### config.mk
export PLATFORM = sky130hd
export DESIGN_NAME = quad_encoder_array
export DESIGN_NICKNAME = d
export VERILOG_FILES = /design/src/rtl/quad_encoder_array.sv
export SDC_FILE = /design/constraint.sdc
export NUM_CORES = 1
export LEC_CHECK = 0
export ABC_CLOCK_PERIOD_IN_PS = 10300
export BUFFER_PORTS_ARGS = -buffer_cell sky130_fd_sc_hd__clkbuf_2
export CAP_MARGIN = 20
export CORE_UTILIZATION = 55
export CTS_CLUSTER_DIAMETER = 50
export DETAILED_ROUTE_END_ITERATION = 16
export PLACE_DENSITY_LB_ADDON = 0.3
export REMOVE_ABC_BUFFERS = 1
export SETUP_SLACK_MARGIN = 0.1
export SYNTH_ARGS = -nofsm -noshare
export SYNTH_HDL_FRONTEND = slang
export SYNTH_SLANG_ARGS = --single-unit
### constraint.sdc
create_clock -name clk -period 10.3 [get_ports clk]
set_input_delay 0 -clock clk [delete_from_list [all_inputs] [get_ports clk]]
set_output_delay 0 -clock clk [all_outputs]
set_load 0.1 [all_outputs]
### src/rtl/quad_encoder_array.sv
`default_nettype none
// ============================================================================
//  Module      : quad_encoder_array
//  Description : Multi-channel quadrature encoder interface. Each channel has
//                debounce filters on A/B/Z, x1/x2/x4 decoding, index latch or
//                index-zero handling, a sticky invalid-transition flag and a
//                signed, saturating velocity. One shared sample timer sets the
//                velocity update rate for all channels.
//  Ports       : clk, rst_n (sync, active-low)
//                enc_a/enc_b/enc_z [NUM_CH]   raw encoder inputs (pre-synced)
//                enable/clear [NUM_CH]        per-channel enable / clear
//                decode_mode[2], index_mode[2] shared mode selects
//                position/index_pos [NUM_CH*COUNT_W], velocity [NUM_CH*VEL_W]
//                index_valid/direction/error [NUM_CH], sample_strobe
//  Revision    : 1.0 - initial release
// ============================================================================
module quad_encoder_array #(
    parameter int NUM_CH        = 2,
    parameter int COUNT_W       = 32,
    parameter int VEL_W         = 16,
    parameter int FILTER_LEN    = 4,
    parameter int SAMPLE_PERIOD = 1000
) (
    input  logic                        clk,
    input  logic                        rst_n,
    input  logic [NUM_CH-1:0]           enc_a,
    input  logic [NUM_CH-1:0]           enc_b,
    input  logic [NUM_CH-1:0]           enc_z,
    input  logic [NUM_CH-1:0]           enable,
    input  logic [NUM_CH-1:0]           clear,
    input  logic [1:0]                  decode_mode,
    input  logic [1:0]                  index_mode,
    output logic [NUM_CH*COUNT_W-1:0]   position,
    output logic [NUM_CH*VEL_W-1:0]     velocity,
    output logic [NUM_CH*COUNT_W-1:0]   index_pos,
    output logic [NUM_CH-1:0]           index_valid,
    output logic [NUM_CH-1:0]           direction,
    output logic [NUM_CH-1:0]           error,
    output logic                        sample_strobe
);

    localparam int C_FW = (FILTER_LEN > 1) ? $clog2(FILTER_LEN) : 1;
    localparam int C_TW = $clog2(SAMPLE_PERIOD);
    localparam logic [C_FW-1:0] C_FLAST = C_FW'(FILTER_LEN - 1);
    localparam logic [C_TW-1:0] C_TLAST = C_TW'(SAMPLE_PERIOD - 1);

    // ------------------------------------------------------------------
    // Shared velocity sample timer
    // ------------------------------------------------------------------
    logic [C_TW-1:0] r_timer_q, w_timer_d;
    logic            r_strobe_q, w_strobe_d;
    logic            w_sample;

    always_comb begin
        w_sample   = (r_timer_q == C_TLAST);
        w_timer_d  = w_sample ? '0 : r_timer_q + 1'b1;
        w_strobe_d = w_sample;
    end

    always_ff @(posedge clk) begin
        if (!rst_n) begin
            r_timer_q  <= '0;
            r_strobe_q <= 1'b0;
        end else begin
            r_timer_q  <= w_timer_d;
            r_strobe_q <= w_strobe_d;
        end
    end

    assign sample_strobe = r_strobe_q;

    // ------------------------------------------------------------------
    // Per-channel datapath
    // ------------------------------------------------------------------
    for (genvar i = 0; i < NUM_CH; i++) begin : g_ch
        // bit 0 = A, bit 1 = B, bit 2 = Z
        logic [2:0]         w_raw;
        logic [2:0]         r_filt_q, w_filt_d;
        logic [2:0]         r_prev_q;
        logic [C_FW-1:0]    r_run_q [3];
        logic [C_FW-1:0]    w_run_d [3];
        logic [1:0]         w_cur, w_prv;
        logic               w_up, w_dn, w_inval, w_index;
        logic [COUNT_W-1:0] r_pos_q, w_pos_d, r_ipos_q, w_ipos_d, r_snap_q, w_snap_d;
        logic [COUNT_W-1:0] w_delta;
        logic [VEL_W-1:0]   r_vel_q, w_vel_d, w_vel_sat;
        logic               r_dir_q, w_dir_d, r_err_q, w_err_d, r_ival_q, w_ival_d;

        assign w_raw = {enc_z[i], enc_b[i], enc_a[i]};

        // Filtered value flips after FILTER_LEN consecutive mismatching samples
        always_comb begin
            w_filt_d = r_filt_q;
            for (int j = 0; j < 3; j++) begin
                w_run_d[j] = '0;
                if (w_raw[j] != r_filt_q[j]) begin
                    if (r_run_q[j] == C_FLAST) begin
                        w_filt_d[j] = ~r_filt_q[j];
                    end else begin
                        w_run_d[j] = r_run_q[j] + 1'b1;
                    end
                end
            end
        end

        // Decode on the {A,B} pair; forward is 00->01->11->10->00
        always_comb begin
            w_cur   = {r_filt_q[0], r_filt_q[1]};
            w_prv   = {r_prev_q[0], r_prev_q[1]};
            w_inval = ((w_cur ^ w_prv) == 2'b11);
            w_index = enable[i] & r_filt_q[2] & ~r_prev_q[2];
            w_up    = 1'b0;
            w_dn    = 1'b0;
            case (decode_mode)
                2'b00: begin
                    w_up = (w_prv == 2'b01) && (w_cur == 2'b11);
                    w_dn = (w_prv == 2'b11) && (w_cur == 2'b01);
                end
                2'b01: begin
                    w_up = ((w_prv == 2'b01) && (w_cur == 2'b11)) ||
                           ((w_prv == 2'b10) && (w_cur == 2'b00));
                    w_dn = ((w_prv == 2'b11) && (w_cur == 2'b01)) ||
                           ((w_prv == 2'b00) && (w_cur == 2'b10));
                end
                default: begin
                    w_up = ((w_prv == 2'b00) && (w_cur == 2'b01)) ||
                           ((w_prv == 2'b01) && (w_cur == 2'b11)) ||
                           ((w_prv == 2'b11) && (w_cur == 2'b10)) ||
                           ((w_prv == 2'b10) && (w_cur == 2'b00));
                    w_dn = ((w_prv == 2'b01) && (w_cur == 2'b00)) ||
                           ((w_prv == 2'b11) && (w_cur == 2'b01)) ||
                           ((w_prv == 2'b10) && (w_cur == 2'b11)) ||
                           ((w_prv == 2'b00) && (w_cur == 2'b10));
                end
            endcase
        end

        // Modular difference reinterpreted as signed, then clamped to VEL_W
        assign w_delta = r_pos_q - r_snap_q;

        if (VEL_W < COUNT_W) begin : g_sat
            localparam logic [COUNT_W-1:0] C_VMAX =
                {{(COUNT_W-VEL_W+1){1'b0}}, {(VEL_W-1){1'b1}}};
            localparam logic [COUNT_W-1:0] C_VMIN =
                {{(COUNT_W-VEL_W+1){1'b1}}, {(VEL_W-1){1'b0}}};
            always_comb begin
                if ($signed(w_delta) > $signed(C_VMAX)) begin
                    w_vel_sat = {1'b0, {(VEL_W-1){1'b1}}};
                end else if ($signed(w_delta) < $signed(C_VMIN)) begin
                    w_vel_sat = {1'b1, {(VEL_W-1){1'b0}}};
                end else begin
                    w_vel_sat = w_delta[VEL_W-1:0];
                end
            end
        end else begin : g_ext
            assign w_vel_sat = VEL_W'($signed(w_delta));
        end

        // Later assignments take priority: clear > index-zero > count
        always_comb begin
            w_pos_d  = r_pos_q;
            w_dir_d  = r_dir_q;
            w_err_d  = r_err_q;
            w_ipos_d = r_ipos_q;
            w_ival_d = r_ival_q;
            w_snap_d = r_snap_q;
            w_vel_d  = r_vel_q;
            if (w_inval) begin
                w_err_d = 1'b1;
            end
            if (enable[i]) begin
                if (w_up) begin
                    w_pos_d = r_pos_q + 1'b1;
                    w_dir_d = 1'b1;
                end else if (w_dn) begin
                    w_pos_d = r_pos_q - 1'b1;
                    w_dir_d = 1'b0;
                end
            end
            if (w_index) begin
                if (index_mode == 2'b01) begin
                    w_ipos_d = r_pos_q;
                    w_ival_d = 1'b1;
                end else if (index_mode == 2'b10) begin
                    w_pos_d  = '0;
                    w_dir_d  = r_dir_q;
                    w_ipos_d = r_pos_q;
                    w_ival_d = 1'b1;
                end
            end
            if (w_sample) begin
                w_snap_d = r_pos_q;
                w_vel_d  = w_vel_sat;
            end
            if (clear[i]) begin
                w_pos_d  = '0;
                w_err_d  = 1'b0;
                w_ipos_d = '0;
                w_ival_d = 1'b0;
                w_snap_d = '0;
                w_vel_d  = '0;
            end
        end

        always_ff @(posedge clk) begin
            if (!rst_n) begin
                r_filt_q <= '0;
                r_prev_q <= '0;
                for (int j = 0; j < 3; j++) begin
                    r_run_q[j] <= '0;
                end
                r_pos_q  <= '0;
                r_dir_q  <= 1'b0;
                r_err_q  <= 1'b0;
                r_ipos_q <= '0;
                r_ival_q <= 1'b0;
                r_snap_q <= '0;
                r_vel_q  <= '0;
            end else begin
                r_filt_q <= w_filt_d;
                r_prev_q <= r_filt_q;
                for (int j = 0; j < 3; j++) begin
                    r_run_q[j] <= w_run_d[j];
                end
                r_pos_q  <= w_pos_d;
                r_dir_q  <= w_dir_d;
                r_err_q  <= w_err_d;
                r_ipos_q <= w_ipos_d;
                r_ival_q <= w_ival_d;
                r_snap_q <= w_snap_d;
                r_vel_q  <= w_vel_d;
            end
        end

        assign position[i*COUNT_W +: COUNT_W]  = r_pos_q;
        assign index_pos[i*COUNT_W +: COUNT_W] = r_ipos_q;
        assign velocity[i*VEL_W +: VEL_W]      = r_vel_q;
        assign index_valid[i]                  = r_ival_q;
        assign direction[i]                    = r_dir_q;
        assign error[i]                        = r_err_q;
    end

endmodule
`default_nettype wire

Word level (Yosys, flattened, before mapping)
Memories as Yosys holds them, arrays and structs flattened.
Cells that the tools add are included.
{"block": "totals", "output_inout_bits": 167, "mem_count": 2, "register_bits": 253, "mem_bits_ro": 0, "mem_bits_rw": 12, "in_bits": 16, "word_cells": 203, "latchBits": 0}
{"memory": "g_ch[0].r_run_q", "words": 3, "word_bits": 2, "rd": 3, "rd_clocked_by_memory_dff": 0, "write_ports": 3, "line": "80", "rtl": "logic [C_FW-1:0] r_run_q [3];"}
{"memory": "g_ch[1].r_run_q", "words": 3, "word_bits": 2, "rd": 3, "rd_clocked_by_memory_dff": 0, "write_ports": 3, "line": "80"}
{"block": "op_classes", "bitwise_logic": 21, "mux": 58, "multipliers": 0, "n_eq_ne": 32, "n_lt_le_gt_ge": 4, "div_mod_pow": 0, "add_sub_neg": 13, "n_shift": 0, "reduce_logical": 49}
{"operator": "$mux W32", "n": 16}
{"operator": "$add A32 B1 Y32 const B", "n": 2}
{"operator": "$gt A32 B16 Y1 const B", "n": 2}
{"operator": "$lt A32 B16 Y1 const B", "n": 2}
{"operator": "$mux W16", "n": 4}
{"operator": "$sub A32 B1 Y32 const B", "n": 2}
{"operator": "$sub A32 B32 Y32", "n": 2}
{"operator": "$mux W2", "n": 18}
{"operator": "$eq A2 B2 Y1 const B", "n": 17}
{"operator": "$logic_and A1 B1 Y1", "n": 16}
{"operator": "$logic_or A1 B1 Y1", "n": 16}
{"operator": "$mux W1", "n": 16}
{"operator": "$reduce_and A2 Y1", "n": 8}
{"operator": "$add A2 B1 Y2 const B", "n": 6}
{"operator": "$eq A2 B1 Y1 const B", "n": 6}
{"operator": "$add A10 B1 Y10 const B", "n": 1}
{"operator": "$eq A10 B10 Y1 const B", "n": 1}
{"operator": "$logic_not A2 Y1", "n": 5}
{"operator": "$not A1 Y1", "n": 9}
{"operator": "$pmux W1 S2", "n": 4}
{"operator": "$ne A1 B1 Y1", "n": 6}
{"operator": "$ne A3 B3 Y1 const B", "n": 2}
{"operator": "$or A1 B1 Y1", "n": 6}
{"operator": "$reduce_or A2 Y1", "n": 3}
{"operator": "3 further kinds", "n": 7}

Depth between registers and ports, before layout
{"block": "logic_depth", "word_depth": 12, "depth_mapped": 15, "mapped_depth_nobuf": 14}

Worst setup path before layout
Ideal clock, no wire load.
{"block": "synth_path", "path_type": "flip-flop to flip-flop", "startpoint": "register g_ch[1].r_pos_q[0]", "endpoint": "register g_ch[1].r_vel_q[10]", "path_stages_with_launch": 16, "path_slack_ns": 5.658, "path_buffers": 1, "period_less_slack_ns": 4.642, "arrival_time_ns": 4.518, "path_cell_list": "dfxtp_1 -> inv_1 -> ha_1 -> fa_1 -> nor2b_2 -> o2111ai_2 -> a21oi_2 -> o21ai_2 -> a211oi_1 -> o21ai_0 -> a2111o_1 -> or3_1 -> or4b_4 -> o21ai_4 -> buf_12 -> a21oi_2"}
{"block": "synth_via", "elab_chain_cells": 4}
{"item": "from (decl)", "line": "84", "rtl": "logic [COUNT_W-1:0] r_pos_q, w_pos_d, r_ipos_q, w_ipos_d, r_snap_q, w_snap_d;"}
{"item": "from (signal assigned)", "line": "225", "rtl": "r_pos_q <= w_pos_d;"}
{"item": "$sub A32 B32 Y32 (*)", "line": "139", "rtl": "assign w_delta = r_pos_q - r_snap_q;"}
{"item": "$lt A32 B16 Y1", "line": "149", "rtl": "end else if ($signed(w_delta) < $signed(C_VMIN)) begin"}
{"item": "$mux W16", "line": "149"}
{"item": "$mux W16 (*)", "line": "147", "rtl": "if ($signed(w_delta) > $signed(C_VMAX)) begin"}
{"item": "to (signal assigned)", "line": "231", "rtl": "r_vel_q <= w_vel_d;"}
{"item": "to (decl)", "line": "86", "rtl": "logic [VEL_W-1:0] r_vel_q, w_vel_d, w_vel_sat;"}
Mark *: on every way between the ends. The rest lies on a longest branch, timed or not.
A chain may end at the register's enable or synchronous reset.

Final worst setup path
{"block": "layout_path", "startpoint": "register g_ch[1].r_pos_q[0]", "endpoint": "register g_ch[1].r_vel_q[3]"}
The elaborated chain is that of the path after synthesis.

==> reports/metrics.yaml <==
htree_levels: 2
diodes: 0
netlist_area_um2: 15200
critPathKind: "register to register"
final_nets: 2225
hold-worst-slack_ps: 4.455
syn_to_final_growth_pct: 15.23
cts.sinks: 265
drv_slew: 0
setup_viol: 0
clockBufferDepth: 3
slew_headroom_pct: 42.59
fin_worst_skew_ps: 13.99
synthArstFlopShare_pct: 0
grt_pass1_vias: 13840
p_int_w: 0.001940
ant_nets: 0
worst_pin_slew_ps: 861.1
start_kind: "register"
grt_remaining_overflow: 0
yosys-top-cells-area: "dfxtp_1 35%, nand2_1 9.9%, a21oi_1 7.6%"
drive_gt1_share_pct: 13.99
p_clk_share_pct: 54.6
numCtsBuffers: 36
dieHeight_um: 168.3
total_power_w: 0.002480
nFillCells: 2434
ys.flop_type: "dfxtp_1"
yosys_warnings: 0
timing.setup.tns_ps: 0
viasPerCell: 5.743
mostFrequentLayoutCell: "nand2_1"
cts_root_buffer: "clkbuf_16"
hpwl_um: 28160
worstPathArrival_ps: 4860
wirelength_um: 40000
hp-class: "input pin to register"
clock_latency_ps: 520
grt_max_degree: 73
grt_usage_pct: 27.94
fin_crit_sh_pct: 43.62
leakagePower_nw: 7.071
portBuffers: 182
synth_edf_count: 0
dieWidth_um: 168.3
io-pin-count: 183
route.detailed.drc: 0
start_util_pct: 56.25
cts_tree: "built"
cap_violations: 0
antenna_found_initial: 0
power_per_cell_area_nw_per_um2: 141.6
placed_cells: 2427
postLayoutCoreUtil_pct: 64.81
instances_no_fill: 2500
synth_cells: 2024
rsz0062_at_grt: "false"
timing.fmax_mhz: 222.6
yosysTopAreaCellShare_pct: 34.90
num_rows: 60
dieArea_um2: 28310
p_comb_share_pct: 3.7
clk_pin_slew_ps: 60
peakVddDrop_uv: 152.2
outcome: "complete, no violations"
period_minus_slack_ps: 4493
critPathRequiredTime_ps: 10670
final_cell_mix: "398 x nand2_1, 265 x dfxtp_1, 231 x a21oi_1, 182 x clkbuf_2, 144 x nor2_1"
post-cts-setup-buffers: 0
yosysTopAreaCell: "dfxtp_1"
grt_first_pass_wirelength_um: 66320
vias: 14360
gp_congestion: 0.9162
endpoint_kind: "register"
drt_pass1_iterations: 5
coreArea_um2: 27030
wl_per_cell_um: 16.00
drt-initial-drc-count: 897
syn_avg_cell_area_um2: 7.511
worstPathMaxFanout: 15
power.share.sequential_pct: 41.7
ys_ff_latch: 265
p_switching_w: 0.0005398
hold_viol: 0
switching_share_pct: 21.77
seq_area_frac_synth_pct: 34.90
synth_cell_types: 86
## critical path, stage by stage (launching register included)
cell       delay, ps
dfxtp_1          470
inv_1            150
ha_1             260
fa_1             420
nor2b_2          170
o2111ai_2        170
a21oi_2          210
o21ai_2           80
a211oi_1         380
o21ai_0          200
a2111o_1         380
or3_1            360
or4b_4           500
o21ai_4          460
a21oi_1          140
## state kept, by name, summed over array words and instances, names as in the netlist
| name | count |
|---|---|
| g_ch.r_ival_q | 2 |
| r_timer_q | 10 |
| g_ch.r_snap_q | 64 |
| g_ch.r_run_q | 12 |
| g_ch.r_filt_q | 6 |
| g_ch.r_pos_q | 64 |
| g_ch.r_vel_q | 32 |
| sample_strobe | 1 |
| g_ch.r_prev_q | 6 |
| g_ch.r_ipos_q | 64 |
| g_ch.r_err_q | 2 |
| g_ch.r_dir_q | 2 |
## logic make-up after synthesis
group / share of synthesized area, %
flip-flops: 34.90
multiplexers: 0.8642
XOR/XNOR: 7.029
buffers and inverters: 5.712
adder cells (fa/ha/maj): 6.436
AO/OA/AOI/OAI: 20.26
AND/OR/NAND/NOR: 24.80
## Yosys cell counts (12+ instances only)
| master | instances |
|---|---|
| nand2_1 | 399 |
| dfxtp_1 | 265 |
| a21oi_1 | 231 |
| nor2_1 | 146 |
| clkbuf_1 | 117 |
| o21ai_0 | 108 |
| inv_1 | 83 |
| ha_1 | 75 |
| xnor2_1 | 65 |
| xor2_1 | 57 |
| nand3_1 | 48 |
| nor3_1 | 32 |
| nand4_1 | 30 |
| a21o_1 | 27 |
| or3_1 | 27 |
| nor2b_1 | 20 |
| and2_1 | 19 |
| and3_1 | 19 |
| nand2b_1 | 19 |
| a21oi_2 | 16 |
| nor4_1 | 16 |
| o31ai_1 | 14 |
| mux2i_1 | 12 |
## metal layers
layer  vias to the layer above  part of all wire (%)  track usage (%)
met5                         -                     0                0
met3                        89                   4.6            3.902
met1                      6686                    44            33.79
li1                       7181                     -                -
met4                         0                   2.8            9.684
met2                       401                    49            50.44
## final timing paths
| check | from | endpoint | slack [ps] | depth (start not counted) |
|---|---|---|---|---|
| worst max-delay path | g_ch[1].r_pos_q[0] | g_ch[1].r_vel_q[3] | 5810 | 14 |
| worst min-delay path | clear[0] | g_ch[0].r_vel_q[10] | 4 | 5 |
| worst max register to register | g_ch[1].r_pos_q[0] | g_ch[1].r_vel_q[3] | 5810 | 14 |
| worst min register to register | g_ch[0].r_run_q[0][2] | g_ch[0].r_run_q[0][2] | 430 | 1 |
## area by class of cell
class | count | area [µm²] | share of cell area [%]
Clock buffer | 47 | 1055 | 6.021
Clock inverter | 18 | 275.3 | 1.571
Inverter | 83 | 311.5 | 1.779
Multi-Input combinational cell | 1542 | 9050 | 51.66
Sequential cell | 265 | 5305 | 30.29
Tap cell | 341 | 426.7 | 2.436
Timing Repair Buffer | 204 | 1094 | 6.243
## power by group through the flow
stage	registers (W)	clock network, W	logic (W)
after CTS	0.00103	0.00137	0.0000900
after global placement	0.00106	0	0.0000859
after floorplan	0.00106	0	0.0000555
after detailed placement	0.00106	0	0.0000873
after global routing	0.00103	0.00142	0.0000998
final	0.00103	0.00135	0.0000907
## metrics by stage
step	worst slack, ps	area (µm²)
floorplan	5581	14650
global placement	6017	16110
detailed placement	5828	16110
CTS	5819	17510
global route	5495	17520
finish	5807	17520
## repair_timing
item                      4_1_cts  5_1_grt
hold buffers                    7        0
hold endpoints to repair       31        0
gates resized for setup         0        0
Power figures use the tool's default switching activity.
